$ cat src/rtl/rssi_agc_pkg.sv
`default_nettype none
// ============================================================================
//  Module : rssi_agc_pkg
//  Purpose: Shared definitions for the RSSI gain controller. Holds the FSM
//           state encoding, the debug state-code width and the helpers that
//           derive the hysteresis exit thresholds used while locked.
//  Ports  : none (package)
//  Rev    : 1.0  initial release
// ============================================================================
package rssi_agc_pkg;

  localparam int STATE_W = 3;

  typedef enum logic [STATE_W-1:0] {
    ST_IDLE    = 3'd0,
    ST_SETTLE  = 3'd1,
    ST_MEASURE = 3'd2,
    ST_ADJUST  = 3'd3,
    ST_LOCKED  = 3'd4
  } state_t;

  // Lower exit threshold, clamped at 0. The 9-bit difference keeps the
  // borrow visible so a large hysteresis cannot wrap to a high threshold.
  function automatic logic [7:0] exit_lo(input logic [7:0] tgt_lo,
                                         input logic [7:0] hyst);
    logic [8:0] diff;
    diff = {1'b0, tgt_lo} - {1'b0, hyst};
    return diff[8] ? 8'd0 : diff[7:0];
  endfunction

  // Upper exit threshold, clamped at 255 via the 9-bit carry.
  function automatic logic [7:0] exit_hi(input logic [7:0] tgt_hi,
                                         input logic [7:0] hyst);
    logic [8:0] sum;
    sum = {1'b0, tgt_hi} + {1'b0, hyst};
    return sum[8] ? 8'hFF : sum[7:0];
  endfunction

endpackage
`default_nettype wire

$ cat src/rtl/rssi_rdy_watchdog.sv
`default_nettype none
// ============================================================================
//  Module : rssi_rdy_watchdog
//  Purpose: Loss-of-signal timer. Reloads on every estimate strobe and while
//           not running; counts down while running and emits a one-cycle
//           expire pulse on the TIMEOUT-th clock without a strobe.
//  Ports  : clk    - system clock
//           rst_n  - asynchronous active-low reset
//           clear  - estimate strobe seen; reload (wins over expiry)
//           run    - controller is in a watched state
//           expire - one-cycle timeout pulse (combinational from counter)
//  Rev    : 1.0  initial release
// ============================================================================
module rssi_rdy_watchdog #(
  parameter int TIMEOUT = 50000
) (
  input  logic clk,
  input  logic rst_n,
  input  logic clear,
  input  logic run,
  output logic expire
);

  localparam int CNT_W = $clog2(TIMEOUT + 1);
  localparam logic [CNT_W-1:0] RELOAD = CNT_W'(TIMEOUT);
  localparam logic [CNT_W-1:0] LAST   = CNT_W'(1);

  logic [CNT_W-1:0] cnt;

  // cnt==1 means this edge completes TIMEOUT clocks since the last reload.
  assign expire = run && !clear && (cnt == LAST);

  // Reloading on expiry lets the controller keep re-arming while the signal
  // stays absent.
  always_ff @(posedge clk or negedge rst_n) begin
    if (!rst_n) begin
      cnt <= RELOAD;
    end else if (clear || !run || expire) begin
      cnt <= RELOAD;
    end else begin
      cnt <= cnt - LAST;
    end
  end

endmodule
`default_nettype wire

$ cat src/rtl/rssi_agc_ctrl.sv
`default_nettype none
// ============================================================================
//  Module : rssi_agc_ctrl
//  Purpose: Closed-loop front-end gain controller. Steps the gain code one
//           LSB per averaged RSSI estimate until the estimate lies inside
//           [TGT_LO,TGT_HI], locks after LOCK_CNT in-window estimates and
//           holds with hysteresis. Discards SETTLE_CNT estimates after each
//           gain change; a watchdog forces full gain on loss of signal.
//  Ports  : clk, rst_n        - clock, asynchronous active-low reset
//           enable            - level enable; low forces IDLE
//           rssi, rssi_rdy    - averaged RSSI and its one-cycle strobe
//           gain, gain_upd    - registered gain code, pulse on change
//           locked            - loop locked
//           sat_lo, sat_hi    - gain pinned at a rail, RSSI still outside
//           no_sig            - watchdog expired, clears on next strobe
//           state_o           - current state code (debug)
//  Rev    : 1.0  initial release
// ============================================================================
module rssi_agc_ctrl
  import rssi_agc_pkg::*;
#(
  parameter int         GAIN_W     = 4,
  parameter int         GAIN_INIT  = 8,
  parameter int         GAIN_MAX   = 15,
  parameter logic [7:0] TGT_LO     = 8'd96,
  parameter logic [7:0] TGT_HI     = 8'd160,
  parameter logic [7:0] HYST       = 8'd16,
  parameter int         SETTLE_CNT = 64,
  parameter int         LOCK_CNT   = 4,
  parameter int         TIMEOUT    = 50000
) (
  input  logic               clk,
  input  logic               rst_n,
  input  logic               enable,
  input  logic [7:0]         rssi,
  input  logic               rssi_rdy,
  output logic [GAIN_W-1:0]  gain,
  output logic               gain_upd,
  output logic               locked,
  output logic               sat_lo,
  output logic               sat_hi,
  output logic               no_sig,
  output logic [STATE_W-1:0] state_o
);

  localparam int SC_W = $clog2(SETTLE_CNT + 1);
  localparam int LC_W = $clog2(LOCK_CNT + 1);

  localparam logic [GAIN_W-1:0] G_INIT  = GAIN_W'(GAIN_INIT);
  localparam logic [GAIN_W-1:0] G_MAX   = GAIN_W'(GAIN_MAX);
  localparam logic [GAIN_W-1:0] G_ONE   = GAIN_W'(1);
  localparam logic [GAIN_W-1:0] G_ZERO  = '0;
  localparam logic [SC_W-1:0]   SC_LAST = SC_W'(SETTLE_CNT - 1);
  localparam logic [SC_W-1:0]   SC_ONE  = SC_W'(1);
  localparam logic [LC_W-1:0]   LC_LAST = LC_W'(LOCK_CNT - 1);
  localparam logic [LC_W-1:0]   LC_ONE  = LC_W'(1);
  localparam logic [7:0]        LO_X    = exit_lo(TGT_LO, HYST);
  localparam logic [7:0]        HI_X    = exit_hi(TGT_HI, HYST);

  state_t            state, state_nxt;
  logic [GAIN_W-1:0] gain_nxt;
  logic              gain_upd_nxt, locked_nxt, sat_lo_nxt, sat_hi_nxt, no_sig_nxt;
  logic [SC_W-1:0]   settle_cnt, settle_cnt_nxt;
  logic [LC_W-1:0]   lock_cnt, lock_cnt_nxt;
  logic              wd_run, wd_expire;

  assign wd_run = enable && ((state == ST_SETTLE) || (state == ST_MEASURE) ||
                             (state == ST_LOCKED));

  rssi_rdy_watchdog #(
    .TIMEOUT (TIMEOUT)
  ) u_watchdog (
    .clk    (clk),
    .rst_n  (rst_n),
    .clear  (rssi_rdy),
    .run    (wd_run),
    .expire (wd_expire)
  );

  always_ff @(posedge clk or negedge rst_n) begin
    if (!rst_n) begin
      state      <= ST_IDLE;
      gain       <= G_INIT;
      gain_upd   <= 1'b0;
      locked     <= 1'b0;
      sat_lo     <= 1'b0;
      sat_hi     <= 1'b0;
      no_sig     <= 1'b0;
      settle_cnt <= '0;
      lock_cnt   <= '0;
    end else begin
      state      <= state_nxt;
      gain       <= gain_nxt;
      gain_upd   <= gain_upd_nxt;
      locked     <= locked_nxt;
      sat_lo     <= sat_lo_nxt;
      sat_hi     <= sat_hi_nxt;
      no_sig     <= no_sig_nxt;
      settle_cnt <= settle_cnt_nxt;
      lock_cnt   <= lock_cnt_nxt;
    end
  end

  always_comb begin
    state_nxt      = state;
    gain_nxt       = gain;
    locked_nxt     = locked;
    sat_lo_nxt     = sat_lo;
    sat_hi_nxt     = sat_hi;
    no_sig_nxt     = no_sig;
    settle_cnt_nxt = settle_cnt;
    lock_cnt_nxt   = lock_cnt;

    if (!enable) begin
      // Disable overrides every other event on this edge.
      state_nxt      = ST_IDLE;
      gain_nxt       = G_INIT;
      locked_nxt     = 1'b0;
      sat_lo_nxt     = 1'b0;
      sat_hi_nxt     = 1'b0;
      no_sig_nxt     = 1'b0;
      settle_cnt_nxt = '0;
      lock_cnt_nxt   = '0;
    end else begin
      case (state)
        ST_IDLE: begin
          state_nxt      = ST_SETTLE;
          settle_cnt_nxt = '0;
        end

        ST_ADJUST: begin
          // A strobe arriving here is dropped: the estimate predates the step.
          state_nxt      = ST_SETTLE;
          settle_cnt_nxt = '0;
          lock_cnt_nxt   = '0;
          sat_lo_nxt     = 1'b0;
          sat_hi_nxt     = 1'b0;
        end

        ST_SETTLE, ST_MEASURE, ST_LOCKED: begin
          if (rssi_rdy) begin
            no_sig_nxt = 1'b0;
            if (state == ST_SETTLE) begin
              settle_cnt_nxt = settle_cnt + SC_ONE;
              if (settle_cnt == SC_LAST) begin
                state_nxt    = ST_MEASURE;
                lock_cnt_nxt = '0;
              end
            end else if ((state == ST_MEASURE && rssi < TGT_LO) ||
                         (state == ST_LOCKED  && rssi < LO_X)) begin
              locked_nxt = 1'b0;
              if (gain < G_MAX) begin
                gain_nxt  = gain + G_ONE;
                state_nxt = ST_ADJUST;
              end else begin
                sat_lo_nxt   = 1'b1;
                lock_cnt_nxt = '0;
                state_nxt    = ST_MEASURE;
              end
            end else if ((state == ST_MEASURE && rssi > TGT_HI) ||
                         (state == ST_LOCKED  && rssi > HI_X)) begin
              locked_nxt = 1'b0;
              if (gain > G_ZERO) begin
                gain_nxt  = gain - G_ONE;
                state_nxt = ST_ADJUST;
              end else begin
                sat_hi_nxt   = 1'b1;
                lock_cnt_nxt = '0;
                state_nxt    = ST_MEASURE;
              end
            end else if (state == ST_MEASURE) begin
              sat_lo_nxt   = 1'b0;
              sat_hi_nxt   = 1'b0;
              lock_cnt_nxt = lock_cnt + LC_ONE;
              if (lock_cnt == LC_LAST) begin
                state_nxt  = ST_LOCKED;
                locked_nxt = 1'b1;
              end
            end
            // Locked and inside the hysteresis band: hold everything.
          end else if (wd_expire) begin
            // Lost signal: open the front end fully and keep re-settling.
            no_sig_nxt     = 1'b1;
            locked_nxt     = 1'b0;
            gain_nxt       = G_MAX;
            state_nxt      = ST_SETTLE;
            settle_cnt_nxt = '0;
            lock_cnt_nxt   = '0;
          end
        end

        default: begin
          state_nxt = ST_IDLE;
          gain_nxt  = G_INIT;
        end
      endcase
    end

    // Pulse exactly on the first cycle the register shows a new code.
    gain_upd_nxt = (gain_nxt != gain);
  end

  assign state_o = state;

endmodule
`default_nettype wire
$ cat config.mk
export PLATFORM = sky130hd
export DESIGN_NAME = rssi_agc_ctrl
export DESIGN_NICKNAME = d
export VERILOG_FILES = /design/src/rtl/rssi_agc_pkg.sv /design/src/rtl/rssi_rdy_watchdog.sv /design/src/rtl/rssi_agc_ctrl.sv
export SDC_FILE = /design/constraint.sdc
export NUM_CORES = 1
export LEC_CHECK = 0
export ABC_AREA = 1
export BUFFER_PORTS_ARGS = -buffer_cell sky130_fd_sc_hd__buf_2
export CAP_MARGIN = 20
export CORE_UTILIZATION = 37
export CTS_CLUSTER_SIZE = 28
export DETAILED_ROUTE_END_ITERATION = 8
export GPL_TIMING_DRIVEN = 0
export PLACE_DENSITY = 0.62
export SLEW_MARGIN = 20
export SYNTH_ARGS = -nofsm -noshare
export SYNTH_HDL_FRONTEND = slang
export SYNTH_SLANG_ARGS = --single-unit
$ cat constraint.sdc
create_clock -name clk -period 1.7 [get_ports clk]
set_input_delay 0 -clock clk [delete_from_list [all_inputs] [get_ports clk]]
set_output_delay 0 -clock clk [all_outputs]
set_load 0.01 [all_outputs]
==> metrics.txt <==
H-tree depth 2; Reg2Reg Launch Point settle_cnt[1]; Slew headroom 43.1%; top post-synthesis cells by area dfrtp_1 (29%), nand2_1 (12%), inv_1 (8.2%), dfstp_2 (7.0%), nor2_1 (6.0%); n_diodes 0; flip-flop and latch count after synthesis 38; synthesized instance count 373; net switching fraction of the power 41.6%; I/O pin cnt 24; Pins Over Slew Limit 0; DP Area 0.00288 mm^2; startpoint type of the worst setup path flip-flop; wire length per cell 11.5 um; 1st-iter DRT viols 132; Final setup viols 15; Die ar. 0.00749 mm^2; Post-synth EDFFs 0; Multi-input gate area 0.00168 mm^2; unrepaired setup endpoints after global routing yes; CTS sink count 38; die height 86.6 um; antenna-violating nets left 0; syn avg cell area 7.09 um^2; critical path capture point type flip-flop; Final Cell Area 0.00360 mm^2; critical path peak fanout 6; Clock Path Buffers 2; leak pwr 1.78 nW; layout filler cell count 678; GRT Total Usage 17.2%; first-pass GRT wire length 10,300 um; sequential share of the synthesized area 36.3%; CP max stage delay 0.38 ns; register area 965 um^2; hold path depth 4; failing checks negative setup slack; clk root buf clkbuf_8; sequential share of power 30.5%; Buf/Inv on CP 0; R2R Path End lock_cnt[1]; Vias 2,583; VDD IR max 433 uV; syn_nets 392; Yosys cell types 37; reg2reg setup slack -0.11 ns; Routed WL 6210 um; Comb pwr share 51.9%; Reg clk slew, reported paths 0.08 ns; Hold Fails Final Rpt 0; Switch Pwr 0.00156 W; initial antenna violation count 0; I/O Buffers 23; clock share of power 17.6%; pre-CTS setup slack -0.202 ns; Clock Latency Late Sink 0.29 ns; Worst Hold Class in -> reg; largest net degree at the start of global routing 39; WP data arrival 1.99 ns; outcome finished with violations; Layout Nets 461; via/cell ratio 4.79; core region area 0.00683 mm^2; commonest non-fill, non-tap cells in the layout nand2_1 (77), inv_1 (49), buf_4 (34); worst path required time 1.88 ns; Initial Util 38.7%; Remaining DRCs 0; Setup CP Type reg -> reg; maxcap violations 0; Min-Delay Startpoint rssi_rdy; row count 30; fmax 553 MHz; Async SR Flop Fraction 100%; DRT Pass-1 Iters 4; Critical-path top delay cell dfrtp_1; Max Clock Skew 0.00571 ns; Power per Cell Area 1040 mW/mm^2; CTS tree yes; worst-margin pin slew 0.853 ns; Tcrit/Tclk final 106%; cells along the critical path ha_2 -> nand4_1 -> or2_4 -> o21ai_2 -> o21ai_2 -> o21ai_2 -> nand2_2 -> nand2_1 -> o21ai_1; Final GP Congestion 0.889; placed cells 492; gr ovfl total 0; layout cells sized above 1 39.7%; final worst path period need 1.81 ns; synthesis warning total 0; final setup margin -0.110 ns; ys flop type dfrtp_1; die outline width 86.6 um; Mapped Area 0.00265 mm^2; Syn-to-layout area delta 36.0%; R2R cell count 9; top cell type's share of synthesized area 29.3%; CTS Buf Count 5; DPL Wire Length 4130 um; Finished Layout Cells 539; CP delay by family, top simple AND/OR/NAND/NOR gates; Critical Path Most Common Cell o21ai_2; vias in the first global route 2,452; Hold EP gain[3]; most common library cell in the layout ignoring fill and taps nand2_1; cell taking the most area after synthesis dfrtp_1; Internal Power 0.00219 W
[stage by stage]
step                hold WS (ns)  utilization, %  total power, W  TNS [ns]
floorplan                 -0.296               -         0.00218         0
detailed placement         0.164            42.2         0.00253     -2.44
global route               0.120            52.7         0.00404     -2.52
global placement           0.174            42.2         0.00251     -1.70
CTS                       0.0780            47.7         0.00349    -0.430
finish                    0.0958            52.7         0.00374    -0.837
[Yosys cell counts (2+ instances only)]
cell and n:
a21oi_1 20, a31oi_1 2, buf_2 2, dfrtp_1 31, dfstp_2 7, ha_1 7, inv_1 58, inv_2 7
nand2_1 88, nand2_2 8, nand2_4 2, nand3_1 21, nand3_2 4, nand3_4 2, nand4_1 4, nor2_1 42
nor2_2 5, nor3_1 6, nor3_2 3, nor3b_1 2, nor3b_2 2, o211ai_1 3, o21ai_0 16, o21ai_1 10
or2_2 3, xnor2_1 2, xor2_1 6
[worst reg2reg max path, cell delays in order, from the launching register on]
cell	delay [ns]
dfrtp_1	0.38
ha_2	0.19
nand4_1	0.13
or2_4	0.27
o21ai_2	0.15
o21ai_2	0.07
o21ai_2	0.22
nand2_2	0.14
nand2_1	0.08
o21ai_1	0.06
[routing by layer]
metal  track usage [%]  routed length, um  vias up
li1                  -                  -     1324
met3              3.43                203       11
met1              21.0               2800     1218
met4              5.61                116        0
met5                 0                  0        -
met2              30.3               3100       30
[power by group through the flow]
stage	logic, W	registers [W]	clock network, W
final	0.00194	0.00114	0.000658
after floorplan	0.00100	0.00118	0
after global placement	0.00137	0.00115	0
after detailed placement	0.00138	0.00115	0
after global routing	0.00217	0.00116	0.000717
after CTS	0.00167	0.00115	0.000678
[state kept, by name, summed over array words and instances, names as in the netlist]
| signal | cells |
|---|---|
| u_watchdog.cnt | 16 |
| lock_cnt | 3 |
| no_sig | 1 |
| gain_upd | 1 |
| sat_hi | 1 |
| locked | 1 |
| gain | 4 |
| state_o | 3 |
| sat_lo | 1 |
| settle_cnt | 7 |
[worst max-delay path by stage]
stage / start / endpoint / slack, ns / cells after the start
after CTS: state_o[1] / lock_cnt[1] / -0.07 / 14
after global placement: u_watchdog.cnt[12] / gain_upd / -0.20 / 12
after floorplan: state_o[0] / gain_upd / 0.009 / 14
after global routing: gain[1] / gain_upd / -0.24 / 14
final: settle_cnt[1] / lock_cnt[1] / -0.11 / 9
after detailed placement: u_watchdog.cnt[11] / gain_upd / -0.20 / 12
[cell type report]
cell class / count / area share [%]
Clock buffer: 6 / 2.29
Buffer: 4 / 0.904
Clock inverter: 2 / 0.348
Inverter: 65 / 7.13
Timing Repair Buffer: 63 / 12.4
Sequential cell: 38 / 26.8
Multi-Input combinational cell: 265 / 46.8
Tap cell: 96 / 3.34
[cell families (layout without fill, tap and decap cells)]
group	count (synthesis)	after routing	share of synthesized area, %
buffers and inverters	70	140	10.4
muxes	1	1	0.378
and+or+nand+nor	194	194	35.1
adders and majority gates	7	7	3.31
AOI/OAI and AO/OA	55	55	11.9
xor gates and xnor gates	8	8	2.65
DFF	38	38	36.3
[what timing repair did]
item | in CTS | in global routing
gates cloned | 1 | 0
endpoints found under the setup margin | 27 | 34
hold endpoints to repair | 31 | 0
hold buffers | 1 | 0
resized for setup | 29 | 69
buffers inserted | 23 | 15
pin swaps | 22 | 35
Power figures use the tool's default switching activity.
